## src/rtl/capture_axi4_writer_pkg.sv

```systemverilog
// Shared definitions for the capture stream to AXI4 write-burst packer.
//   state_e        : burst sequencer states
//   AXI_BURST_INCR : AWBURST encoding for incrementing bursts
//   AXI_RESP_OKAY  : BRESP encoding for a successful write
//   AXI_WSTRB_ALL  : full-word write strobe
package capture_axi4_writer_pkg;

  typedef enum logic [1:0] {
    STATE_IDLE = 2'd0,
    STATE_ADDR = 2'd1,
    STATE_DATA = 2'd2,
    STATE_RESP = 2'd3
  } state_e;

  localparam logic [1:0] AXI_BURST_INCR = 2'b01;
  localparam logic [1:0] AXI_RESP_OKAY  = 2'b00;
  localparam logic [3:0] AXI_WSTRB_ALL  = 4'hF;

endpackage

```

## src/rtl/capture_fifo.sv

```systemverilog
// Synchronous first-word-fall-through FIFO used as the capture stream buffer.
//   clk_i    : clock
//   rst_n_i  : synchronous active-low reset (empties the FIFO)
//   push_i   : write data_i (ignored when full)
//   data_i   : write data
//   pop_i    : drop the head word (ignored when empty)
//   data_o   : head word, valid whenever empty_o is low
//   full_o   : no free entries
//   empty_o  : no stored entries
//   count_o  : number of stored entries (0..DEPTH)
module capture_fifo #(
  parameter int unsigned WIDTH = 32,
  parameter int unsigned DEPTH = 32
) (
  input  logic                     clk_i,
  input  logic                     rst_n_i,
  input  logic                     push_i,
  input  logic [WIDTH-1:0]         data_i,
  input  logic                     pop_i,
  output logic [WIDTH-1:0]         data_o,
  output logic                     full_o,
  output logic                     empty_o,
  output logic [$clog2(DEPTH):0]   count_o
);

  localparam int unsigned AW = $clog2(DEPTH);
  localparam int unsigned CW = AW + 1;

  logic [WIDTH-1:0] mem_q [DEPTH];
  logic [AW-1:0]    rd_ptr_q, rd_ptr_d;
  logic [AW-1:0]    wr_ptr_q, wr_ptr_d;
  logic [CW-1:0]    count_q, count_d;
  logic             push_ok, pop_ok;

  assign full_o  = (count_q == CW'(DEPTH));
  assign empty_o = (count_q == '0);
  assign count_o = count_q;
  assign data_o  = mem_q[rd_ptr_q];

  assign push_ok = push_i && !full_o;
  assign pop_ok  = pop_i && !empty_o;

  always_comb begin
    rd_ptr_d = rd_ptr_q;
    wr_ptr_d = wr_ptr_q;
    count_d  = count_q;
    if (push_ok) begin
      wr_ptr_d = wr_ptr_q + AW'(1);
    end
    if (pop_ok) begin
      rd_ptr_d = rd_ptr_q + AW'(1);
    end
    // Push and pop in the same cycle leave the occupancy unchanged.
    if (push_ok && !pop_ok) begin
      count_d = count_q + CW'(1);
    end else if (pop_ok && !push_ok) begin
      count_d = count_q - CW'(1);
    end
  end

  always_ff @(posedge clk_i) begin
    if (!rst_n_i) begin
      rd_ptr_q <= '0;
      wr_ptr_q <= '0;
      count_q  <= '0;
    end else begin
      rd_ptr_q <= rd_ptr_d;
      wr_ptr_q <= wr_ptr_d;
      count_q  <= count_d;
    end
  end

  // Storage needs no reset: the pointers define which entries are live.
  always_ff @(posedge clk_i) begin
    if (push_ok) begin
      mem_q[wr_ptr_q] <= data_i;
    end
  end

endmodule

```

## src/rtl/capture_axi4_writer.sv

```systemverilog
// Packs a 32-bit capture stream into fixed-length AXI4 INCR write bursts that
// fill a circular memory region. Write-only master, one burst outstanding.
//   clk_i, rst_n_i           : clock, synchronous active-low reset
//   enable_i                 : capture enable; falling edge flushes the buffer
//   cfg_base_i, cfg_size_i   : region base address and size in bytes
//   inport_*                 : valid/ready capture stream input
//   outport_aw*              : AXI4 write address channel
//   outport_w*               : AXI4 write data channel
//   outport_b*               : AXI4 write response channel
//   wr_ptr_o                 : byte offset of the next unwritten word
//   wrapped_o, error_o       : sticky region-wrap and bad-response flags
//   idle_o                   : sequencer idle and buffer empty
module capture_axi4_writer
  import capture_axi4_writer_pkg::*;
#(
  parameter int unsigned BURST_LEN  = 16,
  parameter int unsigned FIFO_DEPTH = 32,
  parameter logic [3:0]  AXI_ID     = 4'd0
) (
  input  logic        clk_i,
  input  logic        rst_n_i,
  input  logic        enable_i,
  input  logic [31:0] cfg_base_i,
  input  logic [31:0] cfg_size_i,
  input  logic        inport_valid_i,
  input  logic [31:0] inport_data_i,
  output logic        inport_ready_o,
  output logic        outport_awvalid_o,
  output logic [31:0] outport_awaddr_o,
  output logic [3:0]  outport_awid_o,
  output logic [7:0]  outport_awlen_o,
  output logic [1:0]  outport_awburst_o,
  input  logic        outport_awready_i,
  output logic        outport_wvalid_o,
  output logic [31:0] outport_wdata_o,
  output logic [3:0]  outport_wstrb_o,
  output logic        outport_wlast_o,
  input  logic        outport_wready_i,
  input  logic        outport_bvalid_i,
  input  logic [1:0]  outport_bresp_i,
  input  logic [3:0]  outport_bid_i,
  output logic        outport_bready_o,
  output logic [31:0] wr_ptr_o,
  output logic        wrapped_o,
  output logic        error_o,
  output logic        idle_o
);

  localparam int unsigned CW = $clog2(FIFO_DEPTH) + 1;
  // Wide enough to hold BURST_LEN itself.
  localparam int unsigned LW = $clog2(BURST_LEN) + 1;

  state_e        state_q, state_d;
  logic [LW-1:0] len_q, len_d;
  logic [LW-1:0] beat_q, beat_d;
  logic [31:0]   wr_ptr_q, wr_ptr_d;
  logic          wrapped_q, wrapped_d;
  logic          error_q, error_d;

  logic          fifo_push, fifo_pop, fifo_full, fifo_empty;
  logic [31:0]   fifo_data;
  logic [CW-1:0] fifo_count;

  logic          awvalid, wvalid, wlast, bready;
  logic [31:0]   ptr_next;
  logic          unused_bid;

  assign unused_bid = ^outport_bid_i;

  assign inport_ready_o = !fifo_full && enable_i;
  assign fifo_push      = inport_valid_i && inport_ready_o;
  assign fifo_pop       = wvalid && outport_wready_i;

  capture_fifo #(
    .WIDTH (32),
    .DEPTH (FIFO_DEPTH)
  ) u_fifo (
    .clk_i   (clk_i),
    .rst_n_i (rst_n_i),
    .push_i  (fifo_push),
    .data_i  (inport_data_i),
    .pop_i   (fifo_pop),
    .data_o  (fifo_data),
    .full_o  (fifo_full),
    .empty_o (fifo_empty),
    .count_o (fifo_count)
  );

  assign wlast    = (state_q == STATE_DATA) && (beat_q == len_q - LW'(1));
  assign ptr_next = wr_ptr_q + (32'(len_q) << 2);

  always_comb begin
    state_d   = state_q;
    len_d     = len_q;
    beat_d    = beat_q;
    wr_ptr_d  = wr_ptr_q;
    wrapped_d = wrapped_q;
    error_d   = error_q;
    awvalid   = 1'b0;
    wvalid    = 1'b0;
    bready    = 1'b0;

    unique case (state_q)
      STATE_IDLE: begin
        beat_d = '0;
        // The burst length is fixed here; the buffer cannot shrink before the
        // data phase, so W never runs dry mid-burst.
        if (fifo_count >= CW'(BURST_LEN)) begin
          state_d = STATE_ADDR;
          len_d   = LW'(BURST_LEN);
        end else if (!enable_i && !fifo_empty) begin
          state_d = STATE_ADDR;
          len_d   = LW'(fifo_count);
        end
      end
      STATE_ADDR: begin
        awvalid = 1'b1;
        if (outport_awready_i) begin
          state_d = STATE_DATA;
        end
      end
      STATE_DATA: begin
        wvalid = 1'b1;
        if (outport_wready_i) begin
          beat_d = beat_q + LW'(1);
          if (wlast) begin
            state_d = STATE_RESP;
          end
        end
      end
      STATE_RESP: begin
        bready = 1'b1;
        if (outport_bvalid_i) begin
          state_d = STATE_IDLE;
          error_d = error_q | (outport_bresp_i != AXI_RESP_OKAY);
          if (ptr_next == cfg_size_i) begin
            wr_ptr_d  = '0;
            wrapped_d = 1'b1;
          end else begin
            wr_ptr_d = ptr_next;
          end
        end
      end
      default: state_d = STATE_IDLE;
    endcase
  end

  always_ff @(posedge clk_i) begin
    if (!rst_n_i) begin
      state_q   <= STATE_IDLE;
      len_q     <= '0;
      beat_q    <= '0;
      wr_ptr_q  <= '0;
      wrapped_q <= 1'b0;
      error_q   <= 1'b0;
    end else begin
      state_q   <= state_d;
      len_q     <= len_d;
      beat_q    <= beat_d;
      wr_ptr_q  <= wr_ptr_d;
      wrapped_q <= wrapped_d;
      error_q   <= error_d;
    end
  end

  // AW fields derive from registers only, so they hold while awready is low.
  assign outport_awvalid_o = awvalid;
  assign outport_awaddr_o  = cfg_base_i + wr_ptr_q;
  assign outport_awid_o    = AXI_ID;
  assign outport_awlen_o   = 8'(len_q - LW'(1));
  assign outport_awburst_o = AXI_BURST_INCR;

  assign outport_wvalid_o  = wvalid;
  assign outport_wdata_o   = fifo_data;
  assign outport_wstrb_o   = AXI_WSTRB_ALL;
  assign outport_wlast_o   = wlast;

  assign outport_bready_o  = bready;

  assign wr_ptr_o  = wr_ptr_q;
  assign wrapped_o = wrapped_q;
  assign error_o   = error_q;
  assign idle_o    = (state_q == STATE_IDLE) && fifo_empty;

endmodule

```

## config.mk

```make
export PLATFORM = sky130hd
export DESIGN_NAME = capture_axi4_writer
export DESIGN_NICKNAME = d
export VERILOG_FILES = /design/src/rtl/capture_axi4_writer_pkg.sv /design/src/rtl/capture_fifo.sv /design/src/rtl/capture_axi4_writer.sv
export SDC_FILE = /design/constraint.sdc
export NUM_CORES = 1
export LEC_CHECK = 0
export CAP_MARGIN = 20
export CELL_PAD_IN_SITES_DETAIL_PLACEMENT = 0
export CELL_PAD_IN_SITES_GLOBAL_PLACEMENT = 1
export CORE_MARGIN = 1
export CORE_UTILIZATION = 45
export CTS_CLUSTER_DIAMETER = 50
export DETAILED_ROUTE_END_ITERATION = 8
export DONT_BUFFER_PORTS = 1
export PLACE_DENSITY = 0.63
export SLEW_MARGIN = 0
export SYNTH_ARGS = -nofsm -noshare
export SYNTH_HDL_FRONTEND = slang
export SYNTH_SLANG_ARGS = --single-unit
```

## constraint.sdc

```tcl
create_clock -name clk_i -period 4.4 [get_ports clk_i]
set_input_delay 0.66 -clock clk_i [delete_from_list [all_inputs] [get_ports clk_i]]
set_output_delay 0.66 -clock clk_i [all_outputs]
set_load 0.05 [all_outputs]
```

==> run_results.csv <==
group,metric,value,unit
synth,ys_top_cells_by_area,"edfxtp_1 69%, mux4_2 16%, dfxtp_1 2.9%",
die,core-area,0.0981,sq mm
timing,hold_viol,0,
cells_and_area,final_nets,2561,
cells_and_area,ff_latch_area,0.0321,sq mm
hold_path,min_path_type,"in2reg",
setup_path,rr_worst_depth,15,
timing,max_clock_freq,0.235,GHz
routing,vias,22300,
setup_path,worstPathRequired,3.74,ns
global_route,grt_max_degree,96,
routing,drt-wirelength-per-cell,28.6,um
timing,fin_ws,0.150,ns
pwr,power.density,444,mW/mm^2
synth,synth_edf_count,1024,
setup_path,critPathArrivalTime,3.59,ns
cells_and_area,multi_input_area,0.0122,sq mm
timing,slew_viol_final,0,
timing,rsz0062_at_grt,"true",
pwr,p_leak,15.9,nW
cells_and_area,insertedDiodeCount,0,
synth,yosys.area.top_type_share,0.691,
timing,period_minus_slack,4.25,ns
synth,synthArstFlopShare,0,
die,start_util,0.454,
synth,synth_area_per_cell,19.9,sq um
synth,synth_most_common_cell,"edfxtp_1",
routing,dr_wl_met2,53700,um
synth,ys.flop_type,"edfxtp_1",
status,outcome,"finished, final reports clean",
global_route,overflow,0,
synth,yosys.area.top_type,"edfxtp_1",
setup_path,crit_fanout,5,
synth,syn_area,0.0445,sq mm
placement,place_ws,0.0801,ns
timing,fin_skew,0.0261,ns
die,die_area,0.100,sq mm
routing,top_layer,"met4",
routing,drt_iter0_drc,1866,
die,rows,115,
timing,tightest_slew,1.09,ns
routing,firstDrtPassIters,5,
global_route,antenna_found_initial,0,
timing,finalSetupViolCount,0,
clock_tree,tritoncts,"yes",
cells_and_area,n_fill_cell,7722,
synth,synthTopCellsByCount,"1,024 x edfxtp_1, 320 x mux4_2, 141 x nor2_1",
cells_and_area,synthToLayoutAreaGrowth,15.6,%
setup_path,critPathLaunchType,"flip-flop",
clock_tree,ctsHtreeMaxLevel,3,
pwr,peakVddDrop,0.000388,V
clock_tree,clk_transition_reported_paths,0.06,ns
die,die_w,317,um
routing,via_per_inst,5.90,
setup_path,critPathCaptureType,"primary output",
placement,portBuffers,0,
routing,drc,0,
synth,ys_ff_latch,1089,
timing,maxSlewHeadroom,0.270,
routing,wl_met1,45400,um
synth,ys_seq_area_frac,0.720,
cells_and_area,drive_gt1_frac,0.308,
cells_and_area,post-route-util,0.525,
timing,finalCritPeriodShare,0.966,
clock_tree,cts_root_buf,"clkbuf_16",
setup_path,crit_type,"reg2out",
global_route,grt_pass1_vias,23200,
synth,yosysUniqueCellTypes,65,
job,max_cap_viol_count,0,
routing,finalWirelength,108000,um
routing,routed-wl-met3,5830,um
synth,netlist_instances,2236,
clock_tree,clk_latency,0.69,ns
global_route,grt_pass1_wl,157000,um
die,die_y,317,um
hold_path,whs_path_depth,0,
clock_tree,cts_sinks,1089,
synth,synth_warnings,0,
placement,place.gp.congestion,0.876,
pwr,finalPower,22.9,mW
routing,drtAntennaViolNets,0,
global_route,grtUsageTotal,0.218,
die,ioPinCount,231,
clock_tree,numCtsBuffers,116,
clock_tree,ctsLongestPathBuffers,3,
placement,dp_hpwl,63000,um
==> logic make-up (layout without fill, tap and decap cells) <==
group,Yosys count,count (layout),synth area share
flops,1089,1089,0.720
mux,369,369,0.174
simple gates,335,335,0.0359
buf+inv,154,408,0.0150
compound gates,127,127,0.0186
xor+xnor,108,108,0.0216
fa+ha+maj,52,52,0.0150
other cells,2,12,0.000169
==> sequential cells by signal (all words and copies together) (netlist names), named ones only <==
signal           count
wrapped_o            1
u_fifo.rd_ptr_q      5
u_fifo.mem_q      1024
u_fifo.count_o       6
len_q                5
u_fifo.wr_ptr_q      5
beat_q               5
error_o              1
wr_ptr_o            30
state_q              2
==> repair_timing <==
action | CTS | global route
gates resized for setup | 15 | 28
pin swaps | 4 | 8
buffers inserted | 2 | 1
hold buffers | 0 | 0
endpoints found under the setup margin | 6 | 30
==> metal layers <==
metal / vias up / GRT usage
met5: - / 0
met4: 0 / 0.0746
met1: 12000 / 0.296
met3: 185 / 0.0377
met2: 681 / 0.359
li1: 9483 / -
==> final cells by class <==
class,count,area share
multi-input cells,1003,0.237
clock buffers,134,0.0591
well taps,1287,0.0313
clock inverters,84,0.0146
flip-flops and latches,1089,0.623
inverters,30,0.00219
repair buffers,160,0.0323
==> stage by stage <==
stage	setup TNS, ns	hold WS, ns	cell area [sq um]	cells
6_report	0	0.0654	51500	3787
5_1_grt	-0.0558	0.0179	51500	3787
4_1_cts	0	0.0157	51300	3786
3_5_place_dp	0	0.483	47500	3566
3_3_place_gp	0	0.484	47500	3566
2_1_floorplan	0	0.458	44600	2246
==> critical path, stage by stage (launching register included) <==
cell	delay, ns
dfxtp_1	0.39
buf_6	0.21
ha_1	0.29
a21oi_1	0.15
nor2b_1	0.06
o21ai_1	0.21
nand3b_1	0.18
o21ai_2	0.18
nor3_1	0.07
a2111oi_1	0.33
buf_4	0.19
o21bai_2	0.08
a21oi_2	0.15
xnor2_1	0.12
bufbuf_16	0.29
==> path summary, 6_finish.rpt <==
check                             from                            end  slack [ns]
min                   inport_data_i[2]  u_fifo.mem_q[10][2]$_DFFE_PP_        0.07
max          wr_ptr_o[16]$_SDFFE_PN0P_           outport_awaddr_o[31]        0.15
min reg2reg      len_q[1]$_SDFFE_PN0P_          len_q[1]$_SDFFE_PN0P_        0.50
max reg2reg   wr_ptr_o[2]$_SDFFE_PN0P_       wr_ptr_o[2]$_SDFFE_PN0P_        0.19
==> report_power, final <==
group	switching (mW)	total [mW]	internal, mW
registers	0.0636	11.5	11.4
logic	1.09	1.80	0.703
clock network	4.04	9.60	5.56
total	5.20	22.9	17.7
==> cell usage in the layout (no fill, tap or decap), types with 10 or more instances in the layout <==
| cell | n |
|---|---|
| clkbuf_16 | 119 |
| bufinv_16 | 10 |
| clkinv_2 | 27 |
| buf_12 | 32 |
| mux4_2 | 320 |
| a21oi_1 | 36 |
| conb_1 | 12 |
| buf_4 | 119 |
| dfxtp_1 | 53 |
| o21ai_0 | 20 |
| nand2_1 | 62 |
| nor3_1 | 16 |
| nor2_1 | 109 |
| clkinv_1 | 26 |
| ha_1 | 46 |
| clkbuf_1 | 14 |
| xor2_1 | 38 |
| nand4_1 | 19 |
| mux2_2 | 35 |
| nor2_4 | 32 |
| inv_1 | 29 |
| edfxtp_1 | 1024 |
| nand3_1 | 26 |
| mux2i_1 | 14 |
| xnor2_1 | 68 |
(Power assumes the default switching activity.)
